[config.mk]
export PLATFORM = sky130hd
export DESIGN_NAME = controlador_ciclo
export DESIGN_NICKNAME = d
export VERILOG_FILES = /design/src/rtl/maquina_pkg.sv /design/src/rtl/temporizador_fase.sv /design/src/rtl/controlador_ciclo.sv
export SDC_FILE = /design/constraint.sdc
export NUM_CORES = 1
export LEC_CHECK = 0
export ABC_AREA = 1
export BUFFER_PORTS_ARGS = -buffer_cell sky130_fd_sc_hd__buf_2
export CAP_MARGIN = 25
export CORE_ASPECT_RATIO = 1.4
export CORE_MARGIN = 4
export CORE_UTILIZATION = 48
export DETAILED_ROUTE_END_ITERATION = 10
export HOLD_SLACK_MARGIN = 0.08
export PLACE_DENSITY_LB_ADDON = 0.05
export SYNTH_ARGS = -nofsm -noshare
export SYNTH_HDL_FRONTEND = slang
export SYNTH_SLANG_ARGS = --single-unit
[constraint.sdc]
create_clock -name clock -period 2.4 [get_ports clock]
set_input_delay 0.12 -clock clock [delete_from_list [all_inputs] [get_ports clock]]
set_output_delay 0.12 -clock clock [all_outputs]
set_load 0.02 [all_outputs]
[src/rtl/maquina_pkg.sv]
// Shared definitions for the washing-machine sequencer and its phase blocks:
// state codes, default phase durations and the registered output bundle.
package maquina_pkg;

   typedef enum logic [2:0] {
      OCIOSO      = 3'd0,
      ENCHER      = 3'd1,
      LAVAR       = 3'd2,
      ESVAZIAR    = 3'd3,
      ENXAGUAR    = 3'd4,
      CENTRIFUGAR = 3'd5,
      CONCLUIDO   = 3'd6,
      ERRO        = 3'd7
   } estado_t;

   localparam int LARGURA_PADRAO           = 4;
   localparam int TEMPO_ENCHER_MAX_PADRAO  = 12;
   localparam int TEMPO_LAVAR_PADRAO       = 8;
   localparam int TEMPO_ESVAZIAR_PADRAO    = 4;
   localparam int TEMPO_CENTRIFUGAR_PADRAO = 6;
   localparam int TEMPO_ENXAGUAR           = 5;

   typedef struct packed {
      logic inicia_enxaguar;
      logic valvula_agua;
      logic motor_lavar;
      logic motor_centrifugar;
      logic bomba;
      logic pausado;
      logic concluido;
      logic erro;
   } saidas_t;

   // Phases the lid can freeze; the rinse phase keeps its own timing.
   function automatic logic pausavel(input estado_t e);
      return (e == ENCHER) || (e == LAVAR) || (e == ESVAZIAR) || (e == CENTRIFUGAR);
   endfunction

   function automatic saidas_t decodifica(input estado_t e, input logic pausa);
      saidas_t s;
      s = '0;
      s.pausado = pausa;
      unique case (e)
         ENCHER:      s.valvula_agua = ~pausa;
         LAVAR:       s.motor_lavar  = ~pausa;
         ESVAZIAR:    s.bomba        = ~pausa;
         ENXAGUAR:    s.inicia_enxaguar = 1'b1;
         CENTRIFUGAR: begin
            s.motor_centrifugar = ~pausa;
            s.bomba             = ~pausa;
         end
         CONCLUIDO:   s.concluido = 1'b1;
         ERRO:        s.erro      = 1'b1;
         default:     s = '0;
      endcase
      return s;
   endfunction

endpackage

[src/rtl/temporizador_fase.sv]
// Phase timer: counts unpaused cycles inside one phase and flags the cycle
// whose edge ends the phase.
module temporizador_fase
   import maquina_pkg::*;
#(
   parameter int LARGURA = LARGURA_PADRAO
) (
   input  logic               clock,
   input  logic               reset,
   input  logic               limpar,
   input  logic               contar,
   input  logic [LARGURA-1:0] limite,
   output logic               fim
);

   localparam logic [LARGURA-1:0] UM = LARGURA'(1);

   logic [LARGURA-1:0] contagem;

   always_ff @(posedge clock) begin
      if (reset || limpar) begin
         contagem <= '0;
      end else if (contar) begin
         contagem <= contagem + UM;
      end
   end

   // fim only on a counting cycle, so a paused cycle can never end a phase.
   assign fim = contar && (contagem == (limite - UM));

endmodule

[src/rtl/controlador_ciclo.sv]
// Washing-machine program sequencer: fill, wash, drain, rinse handshake,
// spin, with lid pause, fill/rinse timeouts and latched fault.
module controlador_ciclo
   import maquina_pkg::*;
#(
   parameter int TEMPO_ENCHER_MAX  = TEMPO_ENCHER_MAX_PADRAO,
   parameter int TEMPO_LAVAR       = TEMPO_LAVAR_PADRAO,
   parameter int TEMPO_ESVAZIAR    = TEMPO_ESVAZIAR_PADRAO,
   parameter int TEMPO_CENTRIFUGAR = TEMPO_CENTRIFUGAR_PADRAO,
   parameter int LARGURA           = LARGURA_PADRAO
) (
   input  logic       clock,
   input  logic       reset,
   input  logic       start,
   input  logic       tampa_aberta,
   input  logic       nivel_cheio,
   input  logic       enxaguar_ativo,
   output logic       inicia_enxaguar,
   output logic       valvula_agua,
   output logic       motor_lavar,
   output logic       motor_centrifugar,
   output logic       bomba,
   output logic [2:0] fase,
   output logic       pausado,
   output logic       concluido,
   output logic       erro
);

   localparam logic [LARGURA-1:0] LIM_ENCHER      = LARGURA'(TEMPO_ENCHER_MAX);
   localparam logic [LARGURA-1:0] LIM_LAVAR       = LARGURA'(TEMPO_LAVAR);
   localparam logic [LARGURA-1:0] LIM_ESVAZIAR    = LARGURA'(TEMPO_ESVAZIAR);
   localparam logic [LARGURA-1:0] LIM_CENTRIFUGAR = LARGURA'(TEMPO_CENTRIFUGAR);

   estado_t            estado;
   estado_t            estado_prox;
   saidas_t            saidas;
   saidas_t            saidas_prox;
   logic               pausa_prox;
   logic               visto;
   logic               limpar;
   logic               contar;
   logic               fim;
   logic [LARGURA-1:0] limite;

   temporizador_fase #(
      .LARGURA (LARGURA)
   ) u_temporizador (
      .clock  (clock),
      .reset  (reset),
      .limpar (limpar),
      .contar (contar),
      .limite (limite),
      .fim    (fim)
   );

   // State and the whole output bundle are registered together, so every
   // actuator changes on the same edge as fase.
   always_ff @(posedge clock) begin
      if (reset) begin
         estado <= OCIOSO;
         saidas <= '0;
      end else begin
         estado <= estado_prox;
         saidas <= saidas_prox;
      end
   end

   // Remembers that enxaguar acknowledged the start, so its falling edge
   // (not its initial low) is what ends the rinse phase.
   always_ff @(posedge clock) begin
      if (reset || limpar) begin
         visto <= 1'b0;
      end else if ((estado == ENXAGUAR) && enxaguar_ativo) begin
         visto <= 1'b1;
      end
   end

   // Timer control: cleared on every state change, counts unpaused cycles.
   always_comb begin
      limpar = (estado_prox != estado);
      contar = 1'b0;
      limite = LIM_ENCHER;
      unique case (estado)
         ENCHER: begin
            contar = ~tampa_aberta;
            limite = LIM_ENCHER;
         end
         LAVAR: begin
            contar = ~tampa_aberta;
            limite = LIM_LAVAR;
         end
         ESVAZIAR: begin
            contar = ~tampa_aberta;
            limite = LIM_ESVAZIAR;
         end
         ENXAGUAR: begin
            contar = ~visto;
            limite = LIM_ENCHER;
         end
         CENTRIFUGAR: begin
            contar = ~tampa_aberta;
            limite = LIM_CENTRIFUGAR;
         end
         default: begin
            contar = 1'b0;
            limite = LIM_ENCHER;
         end
      endcase
   end

   // Next state. An open lid freezes the pausable phases before any other rule.
   always_comb begin
      estado_prox = estado;
      unique case (estado)
         OCIOSO: begin
            if (start && !tampa_aberta) estado_prox = ENCHER;
         end
         ENCHER: begin
            if (!tampa_aberta) begin
               if (nivel_cheio)  estado_prox = LAVAR;
               else if (fim)     estado_prox = ERRO;
            end
         end
         LAVAR: begin
            if (!tampa_aberta && fim) estado_prox = ESVAZIAR;
         end
         ESVAZIAR: begin
            if (!tampa_aberta && fim) estado_prox = ENXAGUAR;
         end
         ENXAGUAR: begin
            if (!enxaguar_ativo && visto)             estado_prox = CENTRIFUGAR;
            else if (!enxaguar_ativo && !visto && fim) estado_prox = ERRO;
         end
         CENTRIFUGAR: begin
            if (!tampa_aberta && fim) estado_prox = CONCLUIDO;
         end
         CONCLUIDO: begin
            if (!start) estado_prox = OCIOSO;
         end
         ERRO: begin
            estado_prox = ERRO;
         end
         default: begin
            estado_prox = OCIOSO;
         end
      endcase
   end

   always_comb begin
      pausa_prox  = pausavel(estado) && tampa_aberta;
      saidas_prox = decodifica(estado_prox, pausa_prox);
   end

   assign fase              = estado;
   assign inicia_enxaguar   = saidas.inicia_enxaguar;
   assign valvula_agua      = saidas.valvula_agua;
   assign motor_lavar       = saidas.motor_lavar;
   assign motor_centrifugar = saidas.motor_centrifugar;
   assign bomba             = saidas.bomba;
   assign pausado           = saidas.pausado;
   assign concluido         = saidas.concluido;
   assign erro              = saidas.erro;

endmodule

==> results of run 1 <==
==> layout make-up <==
| class | instances | area [um2] |
|---|---|---|
| inverters | 20 | 80.1 |
| multi-input cells | 94 | 607 |
| flip-flops and latches | 16 | 328 |
| well taps | 20 | 25.0 |
| fillers | 165 | 583 |
| clock buffers | 4 | 36.3 |
| repair buffers | 24 | 143 |
==> worst max path at each step <==
stage,from,endpoint,slack (ps),depth (start not counted)
4_1_cts,fase[1],u_temporizador.contagem[1],50,15
3_3_place_gp,fase[1],bomba,130,15
2_1_floorplan,fase[0],u_temporizador.contagem[0],150,15
6_report,fase[1],u_temporizador.contagem[2],120,17
5_1_grt,fase[1],u_temporizador.contagem[2],-20,17
3_5_place_dp,fase[1],u_temporizador.contagem[1],70,15
==> flip-flops by register name (all words and copies together), names as in the netlist <==
signal	count
valvula_agua	1
fase	3
motor_lavar	1
bomba	1
erro	1
inicia_enxaguar	1
motor_centrifugar	1
concluido	1
pausado	1
visto	1
u_temporizador.contagem	4
==> metal layers <==
| layer | global-route usage | vias up | wire [um] |
|---|---|---|---|
| met5 | 0 | - | 0 |
| met4 | 0.0586 | 0 | 27 |
| met3 | 0.0331 | 4 | 69 |
| met2 | 0.340 | 17 | 1300 |
| met1 | 0.186 | 456 | 854 |
| li1 | - | 471 | - |
==> worst reg2reg max path: stages, from the launching register on <==
cell and delay, ps:
dfxtp_4 360, buf_4 140, nor2_4 140, nand2_4 80, ha_4 220, nand2_1 60
nand2_1 60, nor2_2 150, nand2_4 70, nor2_4 150, nand3_4 110, nand2_2 80
nand2_1 60, nand3_2 100, nand2_4 110, nand2_4 110, nand3_4 100, nor2_2 130
==> cell families after synthesis <==
family | Yosys count | synth area share
and+or+nand+nor | 80 | 0.453
buffers and inverters | 21 | 0.0864
DFF | 16 | 0.345
AOI/OAI and AO/OA | 8 | 0.0499
xor gates and xnor gates | 4 | 0.0378
adders and majority gates | 2 | 0.0270
==> cells in the final DEF, fill, tap and decap left out, types with 2 or more instances in the layout <==
cell      Yosys  routed
a21oi_1       3       3
buf_2         1      16
buf_4         0       7
clkbuf_4      0       3
dfxtp_1      16      14
dfxtp_4       0       2
inv_1        15      14
inv_2         5       4
inv_4         0       2
nand2_1      26      25
nand2_2       6       5
nand2_4       2       4
nand3_1      12      10
nand3_2       3       3
nand3_4       1       3
nor2_1       17      11
nor2_2        0       4
nor2_4        3       5
nor3_1        7       6
nor3_2        1       2
o21ai_0       3       3
xnor2_1       3       3
==> where the power goes <==
part	switching [uW]	internal [uW]	total, uW
sequential	7.00	273	280
clock	79.1	92.2	171
combinational	101	51.9	153
==> metrics by stage <==
| stage | area (um2) | TNS, ps | total power, uW | setup WS (ps) |
|---|---|---|---|---|
| finish | 1220 | 0 | 605 | 124 |
| global route | 1220 | -26.0 | 635 | -20.0 |
| detailed placement | 1060 | 0 | 414 | 65.3 |
| global placement | 1060 | 0 | 411 | 128 |
| CTS | 1100 | 0 | 586 | 46.6 |
| floorplan | 927 | 0 | 376 | 150 |
==> what timing repair did <==
item,in CTS,in global routing
hold endpoints to repair,1,0
gates resized for setup,0,24
hold buffers,1,0
endpoints found under the setup margin,0,13
buffers inserted,0,3
==> flow_metrics.tcl, run 1 <==
set metrics [dict create \
    cp_num_buf_inv 1 \
    firstDrtPassIters 4 \
    crit_fanout 6 \
    yosysTopAreaCell "dfxtp_1" \
    num_rows 18 \
    netlist_area_um2 927 \
    yosys_register_bits 16 \
    die-height_um 60 \
    min_to "visto" \
    crit_top_cell "nand2_4" \
    startpoint_type "flip-flop" \
    via_count 948 \
    wl_per_cell_um 12.7 \
    yosysUniqueCellTypes 23 \
    io_pins 17 \
    grtUsageTotal 0.178 \
    hpwl_mm 1.69 \
    outcome "complete, no violations" \
    yosys-top-cells-area "dfxtp_1 (35%), nand2_1 (11%), nor2_1 (6.9%), nand3_1 (6.5%), inv_1 (6.1%)" \
    synthArstFlopShare 0 \
    h-tree-depth 1 \
    area_growth_pct 31.4 \
    grt_pass1_wl_mm 3.62 \
    n_antenna_cell 0 \
    worstMarginPinSlew_ps 469 \
    fmax_mhz 439 \
    grt_antenna_before_repair 0 \
    critPathSlowestCell "dfxtp_4" \
    drv_cap 0 \
    rrSetupSlack_ps 120 \
    vias_per_cell 5.33 \
    floorplan.initialDensity 0.515 \
    finalMaxSlewViolations 0 \
    postRouteAntennaNets 0 \
    final_util 0.676 \
    die_w_um 45.1 \
    routabilityCongestion 0.819 \
    p_per_area_mw_per_mm2 496 \
    syn_avg_cell_area_um2 7.08 \
    core_mm2 0.00180 \
    yosysMostFrequentCell "nand2_1" \
    period_share 0.948 \
    grt_max_degree 11 \
    synth_ff_type "dfxtp_1" \
    cts.sinks 16 \
    cts.reportedPaths.clkPinSlew_ps 90 \
    hp-start "enxaguar_ativo" \
    grt-ovfl-total 0 \
    port_buffers 16 \
    crit-reg2reg-launch "fase[1]" \
    hold_violations 0 \
    layout.nets 167 \
    syn-instance-count 131 \
    yosysWarnings 0 \
    peakVddDrop_v 0.000388 \
    holdWs_ps 208 \
    first_global_vias 939 \
    cp_slowest_stage_delay_ps 360 \
    root_buffer "clkbuf_4" \
    synth_nets 139 \
    ys_top_cells_by_count "nand2_1 (26), nor2_1 (17), dfxtp_1 (16)" \
    initialDrtViolationCount 17 \
    arrival_ps 2500 \
    hold_depth 5 \
    cts_inserted_buffers 3 \
    ff2ff_path_depth 17 \
    cts_tree "built" \
    die_area_mm2 0.00271 \
    r2r-end "u_temporizador.contagem[2]" \
    skew_ps 2.18 \
    clock_path_buffers 2 \
    drc_errors 0 \
    ys_seq_area_frac 0.345 \
    fin_cells 178 \
    finalCriticalPeriod_ps 2280 \
    crit_family "simple AND/OR/NAND/NOR gates" \
    slew_headroom 0.684 \
    hp-class "input port to flip-flop" \
    placed_cells 170 \
    p_leak_uw 0.000586 \
    finalSetupViolCount 0 \
    crit_chain "buf_4 > nor2_4 > nand2_4 > ha_4 > nand2_1 > nand2_1 > nor2_2 > nand2_4 > nor2_4 > nand3_4 > nand2_2 > nand2_1 > nand3_2 > nand2_4 > nand2_4 > nand3_4 > nor2_2" \
    routed_wirelength_mm 2.25 \
    synth_edf_count 0 \
    layout-drive-gt1-share 0.399 \
    path_class "flip-flop to flip-flop" \
    required_ps 2620 \
    cp-end-kind "flip-flop" \
    insertion_delay_ps 280 \
    yosysTopAreaCellShare 0.345 \
]
Note: power is estimated with default switching activity, not from simulation.
==> run 2, diff against run 1 <==
clock period = 2.56 ns   (was 2.4 ns; I/O delays follow)
==> flow_metrics.tcl, run 2 (same netlist as run 1, synthesis figures left out) <==
set metrics [dict create \
    outcome "complete, no violations" \
    final_common_cell "nand2_1" \
    setup_ws_ps 312 \
    critPathSlowestCell "dfxtp_1" \
    crit_chain "buf_4 > nor2_4 > nand2_2 > ha_1 > nand2_1 > nand2_1 > nor2_1 > nand2_4 > nor2_4 > nand3_2 > nand3_1 > nand3_4 > a21oi_2 > nand3_2 > nor2_1" \
    hold_violations 0 \
    die_w_um 45.1 \
    worstMarginPinSlew_ps 398 \
    placed_cells 168 \
    cp_slowest_stage_delay_ps 320 \
    grt_pass1_wl_mm 3.62 \
    port_buffers 16 \
    final_cell_mix "nand2_1 (26), nor2_1 (17), buf_2 (16)" \
    grtUsageTotal 0.179 \
    postRouteAntennaNets 0 \
    layout-drive-gt1-share 0.296 \
    cts.sinks 16 \
    fin_setup_tns_ps 0 \
    n_antenna_cell 0 \
    arrival_ps 2470 \
    grt-ovfl-total 0 \
    drv_cap 0 \
    cts.reportedPaths.clkPinSlew_ps 80 \
    wl_per_cell_um 11.5 \
    peakVddDrop_v 0.000338 \
    insertion_delay_ps 290 \
    crit_family "simple AND/OR/NAND/NOR gates" \
    grt_use_met2 0.342 \
    hp-class "input port to flip-flop" \
    first_global_vias 924 \
    top_register "u_temporizador.contagem" \
    floorplan.initialDensity 0.515 \
    die_area_mm2 0.00271 \
    rsz0062_at_grt "false" \
    dp_slack_ps 207 \
    io_pins 17 \
    cp_num_buf_inv 1 \
    skew_ps 4.93 \
    fmax_mhz 445 \
    cts_inserted_buffers 3 \
    initialDrtViolationCount 9 \
    root_buffer "clkbuf_4" \
    slew_headroom 0.732 \
    die-height_um 60 \
    finalMaxSlewViolations 0 \
    core_mm2 0.00180 \
    finalSetupViolCount 0 \
    via_count 883 \
    h-tree-depth 1 \
    hpwl_mm 1.68 \
    cts_setup_buffers 0 \
    grt_max_degree 11 \
    grt_antenna_before_repair 0 \
    layout.nets 161 \
    final_util 0.599 \
    clock_path_buffers 2 \
    drc_errors 0 \
    dpl_cell_area_mm2 0.00104 \
    fin_cells 172 \
    finalCriticalPeriod_ps 2250 \
    area_growth_pct 16.5 \
    firstDrtPassIters 4 \
    p_per_area_mw_per_mm2 501 \
    routed_wirelength_mm 1.98 \
    startpoint_type "flip-flop" \
    grt-busiest-layer "met2" \
    gr-usage-met3 0.0271 \
    num_rows 18 \
    cts_tree "built" \
    largest_reg_flops 4 \
    routabilityCongestion 0.834 \
    p_leak_uw 0.000537 \
    crit_fanout 5 \
    required_ps 2780 \
    cp-end-kind "flip-flop" \
    path_class "flip-flop to flip-flop" \
    stdcell_area_mm2 0.00108 \
    vias_per_cell 5.13 \
    period_share 0.878 \
    gr-usage-met1 0.189 \
]
run 2: cell count changes in the layout (fill, tap and decap cells not counted), sizes merged:
| cell | delta |
|---|---|
| buf | -5 |
| dlygate4sd3 | -1 |
run 2: per-layer routing:
layer,vias to the layer above,share of wire
li1,458,-
met1,405,0.39
met2,15,0.56
met3,5,0.026
met4,0,0.019
met5,-,0
run 2: cell type report:
cell class	count	area (um2)
fillers	179	722
flip-flops and latches	16	322
clock buffers	4	36.3
inverters	20	75.1
repair buffers	18	95.1
multi-input cells	94	527
well taps	20	25.0
run 2: power by group:
group	switching (uW)	internal, uW
clock	76.4	86.6
combinational	78.1	36.7
sequential	6.17	257
run 2: timing repair:
item | CTS | global route
gates resized for setup | 0 | 1
hold buffers | 0 | 0
setup endpoints to repair | 0 | 7
run 2: path summary, 6_finish.rpt:
path,slack (ps),startpoint,to,depth (start not counted)
hold reg to reg,560,visto,visto,4
hold / removal,80,reset,fase[2],2
setup / recovery,310,fase[1],visto,15
setup reg to reg,310,fase[1],visto,15
run 2: through the flow:
step                hold WS [ps]  power (uW)
floorplan                    200         352
global placement             377         382
detailed placement           388         384
CTS                         82.4         547
global route                82.7         573
finish                      83.9         541
run 2: worst reg2reg max path: stages (launching register included):
cell and delay, ps:
dfxtp_1 320, buf_4 150, nor2_4 130, nand2_2 90, ha_1 310, nand2_1 70, nand2_1 40, nor2_1 170
nand2_4 70, nor2_4 100, nand3_2 110, nand3_1 130, nand3_4 110, a21oi_2 150, nand3_2 120, nor2_1 100
==> run 3, diff against run 2 <==
CELL_PAD_IN_SITES_DETAIL_PLACEMENT = 0   (was unset)
CELL_PAD_IN_SITES_GLOBAL_PLACEMENT = 2   (was unset)
CORE_MARGIN = unset   (was 4)
CORE_UTILIZATION = 29   (was 48)
==> flow_metrics.tcl, run 3 (same netlist as run 1, synthesis figures left out) <==
set metrics [dict create \
    outcome "complete, no violations" \
    die_area_mm2 0.00343 \
    placed_cells 186 \
    area_growth_pct 21.9 \
    drv_cap 0 \
    grt_max_degree 11 \
    skew_ps 4.18 \
    root_buffer "clkbuf_8" \
    fin_setup_tns_ps 0 \
    core_mm2 0.00296 \
    largest_reg_flops 4 \
    grt-ovfl-total 0 \
    die-height_um 68.9 \
    hpwl_mm 1.83 \
    path_class "flip-flop to flip-flop" \
    seq_area_um2 322 \
    via_count 854 \
    cts-resized-gates 0 \
    clock_path_buffers 2 \
    n_antenna_cell 0 \
    finalMaxSlewViolations 0 \
    cts_hold_buf 0 \
    ff2ff_path_depth 15 \
    required_ps 2730 \
    drc_errors 0 \
    floorplan.initialDensity 0.313 \
    cts.reportedPaths.clkPinSlew_ps 60 \
    port_buffers 16 \
    initialDrtViolationCount 14 \
    grt_pass1_wl_mm 3.57 \
    routed_wirelength_mm 2.13 \
    h-tree-depth 1 \
    fill_cells 339 \
    crit_fanout 7 \
    layout.nets 162 \
    p_leak_uw 0.000549 \
    p_sw_uw 170 \
    hp-class "input port to flip-flop" \
    cts_inserted_buffers 3 \
    top_register "u_temporizador.contagem" \
    hold_depth 2 \
    final_common_cell "nand2_1" \
    grt_antenna_before_repair 0 \
    cts_setup_buffers 0 \
    layout-drive-gt1-share 0.307 \
    postRouteAntennaNets 0 \
    first_global_vias 827 \
    fin_cells 190 \
    multi_input_area_um2 529 \
    rsz0062_at_grt "false" \
    hold_violations 0 \
    p_per_area_mw_per_mm2 532 \
    slew_headroom 0.726 \
    fmax_mhz 437 \
    p_seq_frac 0.438 \
    finalSetupViolCount 0 \
    cp-end-kind "flip-flop" \
    firstDrtPassIters 4 \
    p_int_uw 431 \
    pwr-share-clk 0.368 \
    pwr-share-comb 0.194 \
    routabilityCongestion 0.828 \
    finalCriticalPeriod_ps 2290 \
    cts.sinks 16 \
    arrival_ps 2460 \
    p_sw_frac 0.283 \
    rrSetupSlack_ps 270 \
    die_w_um 49.8 \
    vias_per_cell 4.49 \
    peakVddDrop_v 0.000384 \
    num_rows 23 \
    worstMarginPinSlew_ps 406 \
    final_cell_mix "nand2_1 (26), nor2_1 (16), buf_2 (16)" \
    insertion_delay_ps 250 \
    period_share 0.893 \
    grtUsageTotal 0.142 \
    cts_tree "built" \
    startpoint_type "flip-flop" \
    io_pins 17 \
    wl_per_cell_um 11.2 \
]
## run 3: final timing paths
| path | startpoint | end |
|---|---|---|
| worst max register to register | fase[0] | bomba |
| worst min register to register | visto | visto |
| worst min-delay path | reset | fase[0] |
| worst max-delay path | fase[0] | bomba |
## run 3: per-layer routing
layer  share of wire  vias to the layer above  track usage
met5               0                        -            0
met3           0.026                        5       0.0154
met4           0.018                        0       0.0750
li1                -                      461            -
met2            0.53                       12        0.277
met1            0.42                      376        0.147
## run 3: power groups by stage
stage	Combinational [uW]	Sequential (uW)	Clock (uW)
finish	116	263	221
CTS	118	263	232
global placement	119	268	0
global route	131	264	236
floorplan	75.9	277	0
detailed placement	118	268	0
## run 3: per-stage QoR
stage                     hold slack, ps   util  cell area (um2)  total power, uW  setup WS (ps)
final                                118  0.381             1130              601            274
after global routing                 125  0.381             1130              631           35.7
after CTS                            116  0.380             1130              613            107
after detailed placement             387  0.361             1070              386            129
after global placement               383  0.361             1070              387            145
after floorplan                      200      -              927              352            310
## run 3: worst max-delay path: stages, from the launching register on
cell,delay (ps)
dfxtp_2,400
inv_2,90
nor2_4,130
nand2_2,90
ha_1,320
nand2_1,70
nand2_1,50
nor2_2,120
nand2_4,60
nor2_4,100
nand3_2,110
nand3_1,140
nand3_4,130
inv_1,140
nand2_1,100
a21oi_1,150
## run 3: layout make-up
| type | count | share of cell area |
|---|---|---|
| Inverter | 20 | 0.0664 |
| Sequential cell | 16 | 0.285 |
| Timing Repair Buffer | 19 | 0.0908 |
| Tap cell | 37 | 0.0410 |
| Multi-Input combinational cell | 94 | 0.468 |
| Clock buffer | 4 | 0.0487 |
